[config.mk]
export PLATFORM = sky130hd
export DESIGN_NAME = bus_arbiter
export DESIGN_NICKNAME = d
export VERILOG_FILES = /design/src/rtl/bus_arbiter.sv
export SDC_FILE = /design/constraint.sdc
export NUM_CORES = 1
export LEC_CHECK = 0
export BUFFER_PORTS_ARGS = -buffer_cell sky130_fd_sc_hd__buf_2
export CAP_MARGIN = 25
export CORE_ASPECT_RATIO = 1.5
export CORE_MARGIN = 2
export CORE_UTILIZATION = 55
export DETAILED_ROUTE_END_ITERATION = 6
export PLACE_DENSITY = 0.77
export SYNTH_ARGS = -nofsm -noshare
export SYNTH_HDL_FRONTEND = slang
export SYNTH_SLANG_ARGS = --single-unit
[constraint.sdc]
create_clock -name HCLK -period 5.16 [get_ports HCLK]
set_clock_uncertainty 0.15 [all_clocks]
set_input_delay 0.774 -clock HCLK [delete_from_list [all_inputs] [get_ports HCLK]]
set_output_delay 0.774 -clock HCLK [all_outputs]
set_load 0.05 [all_outputs]
[src/rtl/bus_arbiter.sv]
// Sixteen-master round-robin bus arbiter with transfer-boundary hand-off, lock support and parking.
// Optional forced lock release is enabled by defining ARB_LOCK_TIMEOUT_EN.
module bus_arbiter #(
    parameter int unsigned DEF_M  = 0,
    parameter int unsigned TO_CYC = 255
) (
    input  logic        HCLK,
    input  logic        HRESETn,
    input  logic [15:0] MxREQ,
    input  logic        MmLK,
    input  logic        MmLST,
    input  logic [2:0]  MmMOD,
    input  logic        MsRDY,
    output logic [15:0] AmCMUX,
    output logic [15:0] AmDMUX,
    output logic [3:0]  AmOWN,
    output logic        AmLKTO
);

    typedef enum logic [1:0] {StPark, StOwn, StLocked} state_e;

    localparam logic [3:0]  DefIdx = 4'(DEF_M);
    localparam logic [15:0] DefHot = 16'(1) << DEF_M;

    state_e      state_q;
    logic [3:0]  ptr_q;
    logic        ap;
    logic        force_rel;
    logic        win_found;
    logic [3:0]  win_idx;
    logic [3:0]  cand;

    // Search starts just after the last granted requester, so that master is considered last.
    always_comb begin
        win_found = 1'b0;
        win_idx   = ptr_q;
        cand      = ptr_q;
        for (int i = 1; i <= 16; i++) begin
            cand = ptr_q + 4'(i);
            if (!win_found && MxREQ[cand]) begin
                win_found = 1'b1;
                win_idx   = cand;
            end
        end
    end

    always_comb begin
        ap = 1'b0;
        unique case (state_q)
            StPark:   ap = 1'b1;
            StOwn:    ap = (MmLST | (MmMOD == 3'b000)) & ~MmLK;
            StLocked: ap = ~MmLK | force_rel;
            default:  ap = 1'b1;
        endcase
    end

`ifdef ARB_LOCK_TIMEOUT_EN
    logic [7:0] to_cnt_q;
    logic       others;

    assign others    = |(MxREQ & ~AmCMUX);
    assign force_rel = (state_q == StLocked) && (to_cnt_q == 8'(TO_CYC)) && others;

    // Counter runs every cycle in LOCKED and saturates at the limit until a rival appears.
    always_ff @(posedge HCLK or negedge HRESETn) begin
        if (!HRESETn) begin
            to_cnt_q <= 8'd0;
            AmLKTO   <= 1'b0;
        end else begin
            AmLKTO <= force_rel & MsRDY;
            if (state_q != StLocked) begin
                to_cnt_q <= 8'd0;
            end else if (to_cnt_q != 8'(TO_CYC)) begin
                to_cnt_q <= to_cnt_q + 8'd1;
            end
        end
    end
`else
    assign force_rel = 1'b0;
    assign AmLKTO    = 1'b0;
`endif

    always_ff @(posedge HCLK or negedge HRESETn) begin
        if (!HRESETn) begin
            state_q <= StPark;
            ptr_q   <= DefIdx;
            AmCMUX  <= DefHot;
            AmDMUX  <= DefHot;
            AmOWN   <= DefIdx;
        end else if (MsRDY) begin
            AmDMUX <= AmCMUX;
            if (state_q == StOwn && MmLK) begin
                state_q <= StLocked;
            end else if (ap) begin
                if (win_found) begin
                    state_q <= StOwn;
                    ptr_q   <= win_idx;
                    AmCMUX  <= 16'(1) << win_idx;
                    AmOWN   <= win_idx;
                end else begin
                    state_q <= StPark;
                    AmCMUX  <= DefHot;
                    AmOWN   <= DefIdx;
                end
            end
        end
    end

endmodule
==> results.rst <==
.. list-table::
   :header-rows: 1

   * - Metric
     - Value
   * - Result of the run
     - finished, final reports clean
   * - Worst path arrival time
     - ~5000 ps
   * - Clock tree from TritonCTS
     - done
   * - Worst Tran Pin Value
     - 920 ps
   * - Overflow left after global routing
     - 0
   * - Die Ht
     - 111 um
   * - Root Buffer Master
     - sky130_fd_sc_hd__clkbuf_16
   * - Number of antenna repair diodes
     - 0
   * - DRT iter0 DRCs
     - just over 400
   * - Utilization after layout
     - a little under two thirds
   * - Mapped Nets
     - approximately 480
   * - Worst flop-to-flop path endpoint
     - AmCMUX[0]$_DFFE_PN1P_
   * - Total DRC errors in the routed layout
     - 0
   * - PortBufs
     - 59
   * - Number of iterations in the first detailed-routing pass
     - 5
   * - Commonest cells in the netlist
     - 40 x sky130_fd_sc_hd__dfrtp_1, 37 x sky130_fd_sc_hd__nand2_1, 35 x sky130_fd_sc_hd__mux2i_1
   * - Critical path type
     - reg2reg
   * - Via count
     - slightly above 4k
   * - Required time at the worst-slack endpoint
     - 5190 ps
   * - Time the final worst path needs with I/O delays and setup
     - ~4900 ps
   * - Filler cell count in the final layout
     - around 640
   * - Placement Cell Area
     - around 4600 sq um
   * - Std-Cell Core Area
     - ~7500 sq um
   * - Full die area
     - approximately 8400 sq um
   * - Worst hold endpoint
     - AmOWN[0]$_DFFE_PN0P_
   * - Hold path startpoint
     - AmOWN[0]$_DFFE_PN0P_
   * - Avg Inst Size Synth
     - 9.46 sq um
   * - Sequential-to-total area share from yosys stat
     - roughly 25%
   * - Synthesis warning total
     - 0
   * - Endpoints failing hold
     - 0
   * - Post-layout nets
     - 534
   * - Worst reg2reg setup slack
     - slightly below 300 ps
   * - Post-Syn Instances
     - about 450
   * - Routed via count divided by cell count
     - just under 7
   * - Cts bufs inserted
     - 5
   * - Post-cts hold buffer count
     - 0
   * - Vias in the first global route
     - 4204
   * - I/O pins
     - a little over 60
   * - Antenna violations before repair
     - 0
   * - Latest clock arrival within the worst-skew pair
     - 280 ps
   * - Global placer's final weighted congestion
     - between 1 and 1.5
   * - Share of post-route cells with drive strength above 1
     - 30.3%
   * - Synth area leader
     - sky130_fd_sc_hd__dfrtp_1
   * - Synth-to-Final Area Change
     - 13.3%
   * - FF+latch count, synth
     - 42
   * - X dimension of the die
     - 75.4 um
   * - Worst Path Max Fanout
     - 27
   * - Cell types occupying the most area after synthesis
     - sky130_fd_sc_hd__dfrtp_1 24%, sky130_fd_sc_hd__mux4_2 10%, sky130_fd_sc_hd__mux2_2 8.8%, sky130_fd_sc_hd__mux2i_1 8.3%, sky130_fd_sc_hd__nand2_1 3.3%
   * - Launch point of the worst reg-to-reg path
     - ptr_q[1]$_DFFE_PN0P_
   * - Final worst-path cycle share
     - between 90 and 100%
   * - Deepest clock path buffer count
     - 2
   * - Maximum clock frequency
     - ~0.21 GHz
   * - Setup_tns
     - 0 ps
   * - Final wirelength
     - approximately 14000 um
   * - R2R depth
     - 12
   * - Async set or reset register ratio after synthesis
     - 100%
   * - Routed length per placed instance
     - between 20 and 25 um
   * - Synth Cell Area
     - around 4200 sq um
   * - Library cells used by synthesis
     - 71
   * - Hold Crit Class
     - reg2reg
   * - Hold slack
     - 343 ps
   * - Antenna Violating Nets Remaining
     - 0
   * - Total of cells resized after clock tree synthesis
     - 0
   * - Max_cap viols
     - 0
   * - Setup repair after global routing missed its margin
     - no
   * - Final setup vio count
     - 0
   * - Leading cell type by number of instances after synthesis
     - sky130_fd_sc_hd__dfrtp_1
   * - Most frequently used flop master after synthesis
     - sky130_fd_sc_hd__dfrtp_1
   * - Startpoint class of the critical path
     - register
   * - Total Routing Usage GR
     - a little over a third
   * - Post-CTS setup buffers
     - 0
   * - Clock sink count
     - 42
   * - Clock-pin slew reported for the worst setup and hold paths after clock tree synthesis
     - 60 ps
   * - CTS HTree Levels
     - 2
   * - Number of stages on the worst hold path
     - 2
   * - Std-Cell Rows
     - 39
   * - Detailed-placement wirelength estimate
     - about 11000 um
   * - Maximum number of pins on one net before global-route repair
     - between 40 and 50
   * - Portion of synthesized cell area occupied by the leading cell type
     - between 20% and 30%
   * - Design Area, Final
     - between 4000 and 5000 sq um
   * - Max-slew headroom
     - a little under two fifths
   * - Number of enable flip-flop cells after synthesis
     - 0
   * - Final slew viol count
     - 0
   * - Critical path endpoint category
     - register
   * - Wire length of the first global-routing pass
     - 22700 um
   * - Initial cell density of the core
     - a little under three fifths
==> worst max-delay path by stage <==
stage / end / slack (ps) / cells past startpoint / from
after global routing: AmCMUX[2]$_DFFE_PN0P_ / 30 / 12 / ptr_q[0]$_DFFE_PN0P_
after global placement: AmCMUX[2]$_DFFE_PN0P_ / 430 / 12 / ptr_q[1]$_DFFE_PN0P_
final: AmCMUX[0]$_DFFE_PN1P_ / 290 / 12 / ptr_q[1]$_DFFE_PN0P_
after CTS: AmCMUX[0]$_DFFE_PN1P_ / 330 / 12 / ptr_q[1]$_DFFE_PN0P_
after detailed placement: AmCMUX[2]$_DFFE_PN0P_ / 350 / 12 / ptr_q[1]$_DFFE_PN0P_
after floorplan: AmCMUX[2]$_DFFE_PN0P_ / 440 / 16 / ptr_q[1]$_DFFE_PN0P_
==> layout make-up <==
cell class,count,area (sq um),share of cell area (%)
clock inverter,2,12.5,0.262
timing repair buffer,73,400,8.40
tap,102,128,2.68
clock buffer,6,139,2.91
sequential,42,1050,22.1
multi-input combinational,362,2980,62.4
inverter,16,60.1,1.26
==> cells by family (layout without fill, tap and decap cells) <==
| logic type | Yosys count | count (layout) | synth area share [%] |
|---|---|---|---|
| adder cells (fa/ha/maj) | 10 | 10 | 2.97 |
| multiplexers | 88 | 88 | 27.7 |
| XOR/XNOR | 14 | 14 | 3.27 |
| other | 1 | 1 | 0.0891 |
| AND/OR/NAND/NOR | 125 | 125 | 15.1 |
| AO/OA/AOI/OAI | 124 | 124 | 21.5 |
| flip-flops | 42 | 42 | 25.0 |
| buffers and inverters | 41 | 97 | 4.34 |
==> flip-flops by register name, indices dropped and copies added (netlist names) <==
signal / cells
ptr_q: 4
AmDMUX: 16
AmOWN: 4
state_q: 2
AmCMUX: 16
==> through the flow <==
stage                     setup WS, ps  cells
after floorplan                    440    445
after global placement             433    595
after detailed placement           353    595
after CTS                          335    603
after global routing              26.9    603
final                              292    603
==> layout by cell type (no fill, tap or decap), types with 8 or more instances in the layout <==
cell type                 count
sky130_fd_sc_hd__a21o_1      10
sky130_fd_sc_hd__a21oi_1     18
sky130_fd_sc_hd__a22o_1      10
sky130_fd_sc_hd__buf_2       59
sky130_fd_sc_hd__buf_4       14
sky130_fd_sc_hd__dfrtp_1     40
sky130_fd_sc_hd__ha_1        10
sky130_fd_sc_hd__inv_1       14
sky130_fd_sc_hd__mux2_2      33
sky130_fd_sc_hd__mux2i_1     34
sky130_fd_sc_hd__mux4_2      19
sky130_fd_sc_hd__nand2_1     37
sky130_fd_sc_hd__nand3_1     13
sky130_fd_sc_hd__nor2_1      25
sky130_fd_sc_hd__nor3_1      14
sky130_fd_sc_hd__o21ai_0     19
sky130_fd_sc_hd__o22ai_1      8
sky130_fd_sc_hd__xnor2_1     10
==> routing by layer <==
layer / GRT usage [%] / vias to the layer above / share of wire, %
li1: - / 1814 / -
met2: 58.5 / 234 / 51
met3: 3.64 / 81 / 5.2
met1: 42.9 / 1984 / 36
met5: 0 / - / 0
met4: 23.0 / 0 / 8.1
==> critical path, stage by stage (launching register included) <==
cell,delay (ps)
sky130_fd_sc_hd__dfrtp_1,380
sky130_fd_sc_hd__buf_4,260
sky130_fd_sc_hd__ha_1,330
sky130_fd_sc_hd__xnor2_1,550
sky130_fd_sc_hd__mux4_2,670
sky130_fd_sc_hd__mux2i_1,480
sky130_fd_sc_hd__or2b_1,360
sky130_fd_sc_hd__nor4b_4,110
sky130_fd_sc_hd__o21ai_1,170
sky130_fd_sc_hd__o31ai_1,150
sky130_fd_sc_hd__a21oi_1,500
sky130_fd_sc_hd__o21bai_1,290
sky130_fd_sc_hd__a221oi_1,360
Power is left out: the tool's default activity adds up to more than one toggle a clock period on the data nets, which glitch-free logic cannot reach.
